<file path="config.mk">
export PLATFORM = sky130hd
export DESIGN_NAME = c1541_gcr_track_loader
export DESIGN_NICKNAME = d
export VERILOG_FILES = /design/src/rtl/c1541_gcr_track_loader.sv
export SDC_FILE = /design/constraint.sdc
export NUM_CORES = 1
export LEC_CHECK = 0
export CAP_MARGIN = 20
export CORE_MARGIN = 2
export CORE_UTILIZATION = 35
export DETAILED_ROUTE_END_ITERATION = 12
export SYNTH_ARGS = -nofsm -noshare
export SYNTH_HDL_FRONTEND = slang
export SYNTH_SLANG_ARGS = --single-unit
</file>
<file path="constraint.sdc">
create_clock -name clk -period 3.7 [get_ports clk]
set_input_delay 0.925 -clock clk [delete_from_list [all_inputs] [get_ports clk]]
set_output_delay 0.925 -clock clk [all_outputs]
set_load 0.05 [all_outputs]
</file>
<file path="src/rtl/c1541_gcr_track_loader.sv">
// Moves one 8 KiB half-track slot between the SD image and the GCR track buffer.
// It flushes the dirty buffer before loading a new half-track once the head has settled.
module c1541_gcr_track_loader #(
  parameter logic [15:0] SETTLE_CLKS = 16'd2000
) (
  input  logic        clk,
  input  logic        reset,
  input  logic        img_mounted,
  input  logic [31:0] img_size,
  input  logic        img_readonly,
  input  logic [6:0]  htrack,
  input  logic        mtr,
  input  logic        we,
  output logic [31:0] sd_lba,
  output logic [5:0]  sd_blk_cnt,
  output logic        sd_rd,
  output logic        sd_wr,
  input  logic        sd_ack,
  output logic        busy,
  output logic [6:0]  cur_htrack
);

  typedef enum logic [2:0] {
    S_NODISK, S_IDLE, S_SETTLE, S_FLUSH, S_FLUSH_WAIT, S_LOAD, S_LOAD_WAIT
  } state_t;

  state_t      state_reg, state_next;
  logic [31:0] lba_reg, lba_next;
  logic [6:0]  cur_reg, cur_next;
  logic [6:0]  tgt_reg, tgt_next;
  logic [6:0]  hprev_reg, hprev_next;
  logic [15:0] cnt_reg, cnt_next;
  logic        dirty_reg, dirty_next;
  logic        pend_reg, pend_next;
  logic        pend_nodisk_reg, pend_nodisk_next;
  logic        flush_only_reg, flush_only_next;
  logic        mtr_d_reg, mtr_d_next;

  logic [6:0]  htrack_c;
  logic        mtr_fall;
  logic        dirty_now;
  logic        pend_now;
  logic        mount_nodisk;
  logic        do_mount;

  function automatic logic [31:0] slot_lba(input logic [6:0] h);
    slot_lba = {21'd0, h, 4'd0};
  endfunction

  assign htrack_c   = (htrack > 7'd83) ? 7'd83 : htrack;
  assign mtr_fall   = mtr_d_reg & ~mtr;
  assign sd_rd      = (state_reg == S_LOAD);
  assign sd_wr      = (state_reg == S_FLUSH);
  assign busy       = (state_reg != S_IDLE) && (state_reg != S_SETTLE);
  assign sd_lba     = lba_reg;
  assign sd_blk_cnt = 6'd15;
  assign cur_htrack = cur_reg;

  always_ff @(posedge clk or posedge reset) begin
    if (reset) begin
      state_reg       <= S_NODISK;
      lba_reg         <= 32'd0;
      cur_reg         <= 7'd0;
      tgt_reg         <= 7'd0;
      hprev_reg       <= 7'd0;
      cnt_reg         <= 16'd0;
      dirty_reg       <= 1'b0;
      pend_reg        <= 1'b0;
      pend_nodisk_reg <= 1'b0;
      flush_only_reg  <= 1'b0;
      mtr_d_reg       <= 1'b0;
    end else begin
      state_reg       <= state_next;
      lba_reg         <= lba_next;
      cur_reg         <= cur_next;
      tgt_reg         <= tgt_next;
      hprev_reg       <= hprev_next;
      cnt_reg         <= cnt_next;
      dirty_reg       <= dirty_next;
      pend_reg        <= pend_next;
      pend_nodisk_reg <= pend_nodisk_next;
      flush_only_reg  <= flush_only_next;
      mtr_d_reg       <= mtr_d_next;
    end
  end

  always_comb begin
    state_next       = state_reg;
    lba_next         = lba_reg;
    cur_next         = cur_reg;
    tgt_next         = tgt_reg;
    cnt_next         = cnt_reg;
    dirty_next       = dirty_reg;
    pend_next        = pend_reg;
    pend_nodisk_next = pend_nodisk_reg;
    flush_only_next  = flush_only_reg;
    mtr_d_next       = mtr;
    hprev_next       = htrack_c;
    do_mount         = 1'b0;
    dirty_now        = dirty_reg | (we & ~img_readonly);
    pend_now         = pend_reg | img_mounted;
    mount_nodisk     = img_mounted ? (img_size == 32'd0) : pend_nodisk_reg;

    // A mount arriving mid-transfer waits until the SD transaction has finished.
    if (img_mounted && (state_reg inside {S_FLUSH, S_FLUSH_WAIT, S_LOAD, S_LOAD_WAIT})) begin
      pend_next        = 1'b1;
      pend_nodisk_next = (img_size == 32'd0);
    end

    case (state_reg)
      S_NODISK: do_mount = img_mounted;

      S_IDLE, S_SETTLE: begin
        dirty_next = dirty_now;
        if (img_mounted) begin
          do_mount = 1'b1;
        end else if (mtr_fall && dirty_now) begin
          state_next      = S_FLUSH;
          lba_next        = slot_lba(cur_reg);
          flush_only_next = 1'b1;
        end else if (state_reg == S_IDLE) begin
          if (htrack_c != cur_reg) begin
            state_next = S_SETTLE;
            cnt_next   = SETTLE_CLKS;
          end
        end else if (htrack_c != hprev_reg) begin
          cnt_next = SETTLE_CLKS;
        end else if (cnt_reg != 16'd0) begin
          cnt_next = cnt_reg - 16'd1;
        end else if (htrack_c == cur_reg) begin
          state_next = S_IDLE;
        end else if (dirty_now) begin
          state_next      = S_FLUSH;
          lba_next        = slot_lba(cur_reg);
          flush_only_next = 1'b0;
        end else begin
          state_next = S_LOAD;
          tgt_next   = htrack_c;
          lba_next   = slot_lba(htrack_c);
        end
      end

      S_FLUSH: if (sd_ack) state_next = S_FLUSH_WAIT;

      S_LOAD: if (sd_ack) state_next = S_LOAD_WAIT;

      S_FLUSH_WAIT: begin
        if (!sd_ack) begin
          dirty_next      = 1'b0;
          flush_only_next = 1'b0;
          if (pend_now) begin
            do_mount = 1'b1;
          end else if (flush_only_reg || (htrack_c == cur_reg)) begin
            state_next = S_IDLE;
          end else begin
            state_next = S_LOAD;
            tgt_next   = htrack_c;
            lba_next   = slot_lba(htrack_c);
          end
        end
      end

      S_LOAD_WAIT: begin
        if (!sd_ack) begin
          cur_next = tgt_reg;
          if (pend_now) do_mount = 1'b1;
          else          state_next = S_IDLE;
        end
      end

      default: state_next = S_NODISK;
    endcase

    // A new image invalidates any unflushed data from the old one.
    if (do_mount) begin
      dirty_next       = 1'b0;
      pend_next        = 1'b0;
      pend_nodisk_next = 1'b0;
      flush_only_next  = 1'b0;
      if (mount_nodisk) begin
        state_next = S_NODISK;
      end else begin
        state_next = S_LOAD;
        tgt_next   = htrack_c;
        lba_next   = slot_lba(htrack_c);
      end
    end
  end

endmodule

</file>
==> results of run 1 <==
==> synthesized netlist by cell type, drive strengths merged, types with 7 or more instances <==
master / number
dfrtp: 77
and2: 29
nand2: 26
nor2: 23
a21oi: 21
o21ai: 21
or3: 14
buf: 13
clkbuf: 13
mux2: 13
nor4: 11
inv: 10
nand3: 10
a221o: 7
and3: 7
nand4: 7
==> worst max-delay path: stages <==
cell,delay (ns)
clkdlybuf4s50_1,0.59
a21oi_1,0.14
and3_1,0.21
or4b_4,0.57
nor3_1,0.30
nand4_1,0.21
nand2_1,0.16
buf_12,0.15
mux2_2,0.34
==> report_power, final <==
part / total (uW) / internal [uW] / leakage, uW / switching, uW
Combinational: 1450 / 613 / 0.00110 / 838
Clock: 686 / 344 / 0.000107 / 342
Sequential: 1240 / 1030 / 0.000979 / 219
Total: 3380 / 1980 / 0.00219 / 1400
==> metal layers <==
layer | up-vias | GRT usage, % | share of wire (%)
met5 | - | 0 | 0
met4 | 0 | 6.06 | 1.4
met3 | 13 | 2.41 | 4.0
met2 | 82 | 27.4 | 48
met1 | 1625 | 24.1 | 46
li1 | 1618 | - | -
==> logic make-up (layout without fill, tap and decap cells) <==
family                     after synthesis  after routing
DFF                                     77             77
other                                    2              6
adders and majority gates                1              1
and+or+nand+nor                        164            164
muxes                                   13             13
AOI/OAI and AO/OA                       89             89
buffers and inverters                   36            140
xor gates and xnor gates                 8              8
==> per-stage QoR <==
step	hold slack, ns	instances
final	0.488	638
after global routing	0.509	638
after CTS	0.495	638
after detailed placement	0.470	622
after global placement	0.472	622
after floorplan	0.463	394
==> path summary, 6_finish.rpt <==
kind                            startpoint    endpoint  slack [ns]  cells after the start
worst max-delay path             htrack[5]  tgt_reg[4]        0.33                      9
worst min-delay path            sd_lba[29]  sd_lba[29]        0.49                      1
worst max register to register  cnt_reg[0]   sd_lba[4]        0.93                      9
worst min register to register  sd_lba[29]  sd_lba[29]        0.49                      1
max in group asynchronous            reset  tgt_reg[1]        1.93                      3
min in group asynchronous            reset  sd_lba[16]        0.99                      2
==> layout make-up <==
cell class / count / area (um2) / share of cell area, %
flip-flops and latches: 77 / 1930 / 36.5
well taps: 140 / 175 / 3.31
repair buffers: 114 / 1090 / 20.5
clock buffers: 10 / 138 / 2.60
inverters: 10 / 37.5 / 0.710
multi-input cells: 281 / 1840 / 34.9
clock inverters: 6 / 77.6 / 1.47
==> placed cells by master (no fill, tap or decap), drive strengths merged, types with 5 or more instances in the layout <==
cell / count
a21oi: 21
a221o: 7
and2: 29
and3: 7
buf: 27
clkbuf: 10
clkdlybuf4s50: 87
conb: 6
dfrtp: 77
inv: 14
mux2: 13
nand2: 26
nand3: 10
nand4: 7
nor2: 23
nor3: 6
nor3b: 5
nor4: 11
o21a: 5
o21ai: 21
o31ai: 5
or3: 14
or4: 5
==> impl_results.md, run 1 <==
- TritonCTS Buffers: 9
- Fraction of post-synthesis cell area in the top cell type by area: about 49%
- Worst setup EP type: flop
- Synth Register Bits: 77
- Pre-antenna DRT Iters: 4
- Simple-gate share of the synthesized area: approximately a quarter
- Status: finished clean
- Post-route cell area: 5290 um2
- Critical Path Fanout Max: 12
- WL final: 9970 um
- CP Launch Type: input port
- CTS tree: done
- Final Util: 48.5%
- Initial core utilization: 36.2%
- Static Leak: 0.00219 uW
- Ys flop type: dfrtp_1
- Post_cts resized: 0
- Mux contribution to synthesized area: 3.72%
- Clk_skew: 0.00650 ns
- Placed cell area: 5070 um2
- DRT iter0 DRCs: 160
- Total track usage: around 17%
- Area Growth Syn to Fin: 34.2%
- Post-Syn Area per Cell: 10.1 um2
- IO buf count: 87
- Peak supply drop: between 0.0003 and 0.0004 V
- Post-Synth XOR/XNOR Area: roughly 1.8%
- Vias/cell: 5.23
- Clock slew at reported path FFs: 0.08 ns
- Initial antenna violation count: 0
- Synthesis warning total: 0
- Max cap viols: 0
- Cell taking the most area after synthesis: dfrtp_1
- Crit Path Class: in -> reg
- Final min period: 3.37 ns
- Setup bufs post-CTS: 0
- Total die area: 12100 um2
- Adder-cell share of the synthesized area: less than 1%
- Row count: 38
- Critical path data arrival time: 3.60 ns
- Post-DP HPWL: 7390 um
- Vert. Die Dim: 110 um
- RSZ-0062 raised after global routing: false
- IO Pins: 94
- Placer Congestion: 0.853
- Antenna viol nets, final: 0
- Max reg flops: 32
- First-pass GRT wire length: 16300 um
- Compound-Gate Fraction of Synth Area: 15.8%
- Min-delay worst type: reg -> reg
- Layout fillers: between 900 and 1000
- Root Driver: clkbuf_8
- Clk buf depth: 2
- Antenna fix cells: 0
- P per Cell Area: 640 nW/um2
- Setup WS post-layout: about 0.33 ns
- # setup viols final: 0
- Drt wl/cell: 15.6 um
- Vias: 3338
- Layout cell share with drive strength beyond 1: 14.5%
- EDFF count, synth: 0
- Mapped Cells: 390
- PnR Total Power: approximately 3400 uW
- Req. time, crit path: 3.93 ns
- Area contributors post-synth: dfrtp_1 49%, and2_1 4.6%, mux2_2 3.7%
- Clk sinks: 77
- Nets: 540
- DRC viols: 0
- Netlist cell types: 61
- Rel. slew slack: between 50% and 60%
- Total grt overflow: 0
- Clock Latency Late Sink: 0.35 ns
- Largest net degree at the start of global routing: 33
- Setup slack at placement: -0.0124 ns
- Ys async rst share: 100%
- Fmax: about 0.30 GHz
- Final TNS setup: 0 ns
- Period utilization: 91.0%
- Final Hold Violating Endpoints: 0
- Vias in the first global route: 3312
- Seq/Total Area, Yosys: between 40% and 50%
- Hold-fix buffers, CTS: 0
- Core ar.: ~11000 um2
- Mapped cell area: between 3000 and 4000 um2
- Largest family of logic cells by synthesized area: simple AND/OR/NAND/NOR gates
- Max H-tree Level: 3
- Die Wd: 110 um
- Worst-Margin Slew: between 0.6 and 0.7 ns
- Max-slew violations: 0
No activity file was read; power rests on OpenSTA's default activity.
==> run 2: changes to the inputs <==
- CORE_ASPECT_RATIO: not set -> 1.75
- GPL_ROUTABILITY_DRIVEN: not set -> 1
==> run 2 against run 1 <==
Against the previous run: fmax grew 0.11%; die area rose by 0.28%; worst hold slack lost 0.0090 ns; worst setup slack better by 0.0038 ns; critical path type unchanged; largest cell class unchanged.
==> impl_results.md, run 2 (same netlist as run 1, synthesis figures left out) <==
- Clk buf depth: 2 (unchanged)
- Period utilization: 90.9% (-0.10 points)
- Max H-tree Level: 3 (unchanged)
- Max-slew violations: 0 (unchanged)
- Cell count after placement: 616 (-0.96%)
- Largest net degree at the start of global routing: 51 (+55%)
- Hold WS: 0.479 ns (-0.00896 ns)
- Nets: 542 (+0.37%)
- DRT iter0 DRCs: 196 (+23%)
- Final min period: 3.36 ns (-0.00382 ns)
- Core ar.: 11000 um2 (+1.4%)
- Placer Congestion: 0.846 (-0.81%)
- Critical Path Fanout Max: 9 (-3)
- Antenna fix cells: 0 (unchanged)
- Root Driver: clkbuf_16
- Clk sinks: 77 (unchanged)
- Die Wd: 84.2 um (-24%)
- Rel. slew slack: 57.7% (+2.4 points)
- # setup viols final: 0 (unchanged)
- IO Pins: 94 (unchanged)
- Hold-fix buffers, CTS: 0 (unchanged)
- Post-Layout Cell Count: 631 (-1.1%)
- Vias: 3354 (+0.48%)
- Critical path data arrival time: 3.58 ns (-0.02 ns)
- Final Hold Violating Endpoints: 0 (unchanged)
- Vias in the first global route: 3391 (+2.4%)
- Setup bufs post-CTS: 0 (unchanged)
- CP Launch Type: input port
- Area Growth Syn to Fin: 37.8%
- Drt wl/cell: 16.3 um (+4.3%)
- Worst setup EP type: flop
- Post_cts resized: 0 (unchanged)
- DRC viols: 0 (unchanged)
- Total die area: 12100 um2 (+0.28%)
- Max cap viols: 0 (unchanged)
- CP max-delay cell: or4b_4
- Status: finished clean
- Crit Path Class: in -> reg
- First-pass GRT wire length: 16800 um (+3.0%)
- Min-delay worst type: reg -> reg
- P per Cell Area: 683 nW/um2 (+6.8%)
- Initial antenna violation count: 0 (unchanged)
- Crit-path max cell delay: 0.57 ns (-0.02 ns)
- Worst-path cell chain: clkdlybuf4s50_1 > buf_4 > a21oi_1 > a21oi_1 > or4b_4 > or4b_4 > and3_4 > a311oi_1 > nor2_1
- Static Leak: 0.00226 uW (+3.3%)
- Pre-antenna DRT Iters: 4 (unchanged)
- Layout cell share with drive strength beyond 1: 14.6% (+0.17 points)
- CTS tree: done
- Row count: 51 (+34%)
- Total grt overflow: 0 (unchanged)
- Vias/cell: 5.32 (+1.6%)
- Clock slew at reported path FFs: 0.06 ns (-0.02 ns)
- IO buf count: 87 (unchanged)
- Commonest non-fill, non-tap cell in the layout: clkdlybuf4s50_1
- Peak supply drop: 0.000434 V (+14%)
- Total track usage: 17.5% (+0.31 points)
- Clock Latency Late Sink: 0.34 ns (about the same)
- RSZ-0062 raised after global routing: false
- Clk_skew: 0.00371 ns (-0.00279 ns)
- Vert. Die Dim: 144 um (+31%)
- Antenna viol nets, final: 0 (unchanged)
- Req. time, crit path: 3.92 ns (about the same)
- WL final: 10300 um (+3.1%)
- Most frequent cells in the layout: 87 x clkdlybuf4s50_1, 77 x dfrtp_1, 29 x and2_1
- Post-DP HPWL: 7780 um (+5.2%)
- Worst-Margin Slew: 0.634 ns (-0.0366 ns)
- Final Util: 49.1% (+0.59 points)
- Max reg flops: 32 (unchanged)
- TritonCTS Buffers: 9 (unchanged)
- Fmax: 0.297 GHz (+0.11%)
- Initial core utilization: 35.7% (-0.50 points)
## run 2: cell count changes in the layout (fill, tap and decap cells not counted), sizes merged
cell	previous run	this run
clkbuf	10	9
inv	14	11
bufinv	1	3
buf	27	29
clkinv	0	1
## run 2: worst max-delay path: cells and delay by family
family / cells / cell delay, ns
AOI/OAI and AO/OA: 3 / 0.65
and+or+nand+nor: 4 / 1.40
buffers and inverters: 2 / 0.59
## run 2: through the flow
stage	TNS, ns	cell area (um2)	total power [uW]	setup WS, ns
floorplan	0	3950	2230	0.512
global placement	0	5090	2690	0.0201
detailed placement	-0.00559	5090	2710	-0.00559
CTS	0	5420	3740	0.354
global route	0	5420	3920	0.191
finish	0	5420	3710	0.338
## run 2: path summary, 6_finish.rpt
path | from | endpoint | slack, ns | cells past startpoint
worst max-delay path | htrack[6] | cnt_reg[10] | 0.34 | 9
worst min-delay path | sd_lba[13] | sd_lba[13] | 0.48 | 1
worst max register to register | cnt_reg[0] | sd_lba[8] | 0.85 | 9
worst min register to register | sd_lba[13] | sd_lba[13] | 0.48 | 1
max in group asynchronous | reset | pend_nodisk_reg | 2.02 | 3
min in group asynchronous | reset | cnt_reg[0] | 1.00 | 2
## run 2: power breakdown
group | internal [uW] | switching (uW)
Combinational | 615 | 836
Sequential | 1030 | 218
Clock | 656 | 354
## run 2: layout make-up
type / instances / area [um2]
repair buffers: 116 / 1110
inverters: 10 / 37.5
clock buffers: 9 / 225
clock inverters: 6 / 111
multi-input cells: 281 / 1840
well taps: 132 / 165
flip-flops and latches: 77 / 1930
fillers: 1037 / 5620
## run 2: per-layer routing
layer  wire, um  track usage (%)
met5          0                0
met4        178             6.11
met3        455             4.28
met2       5720             32.2
met1       3940             19.6
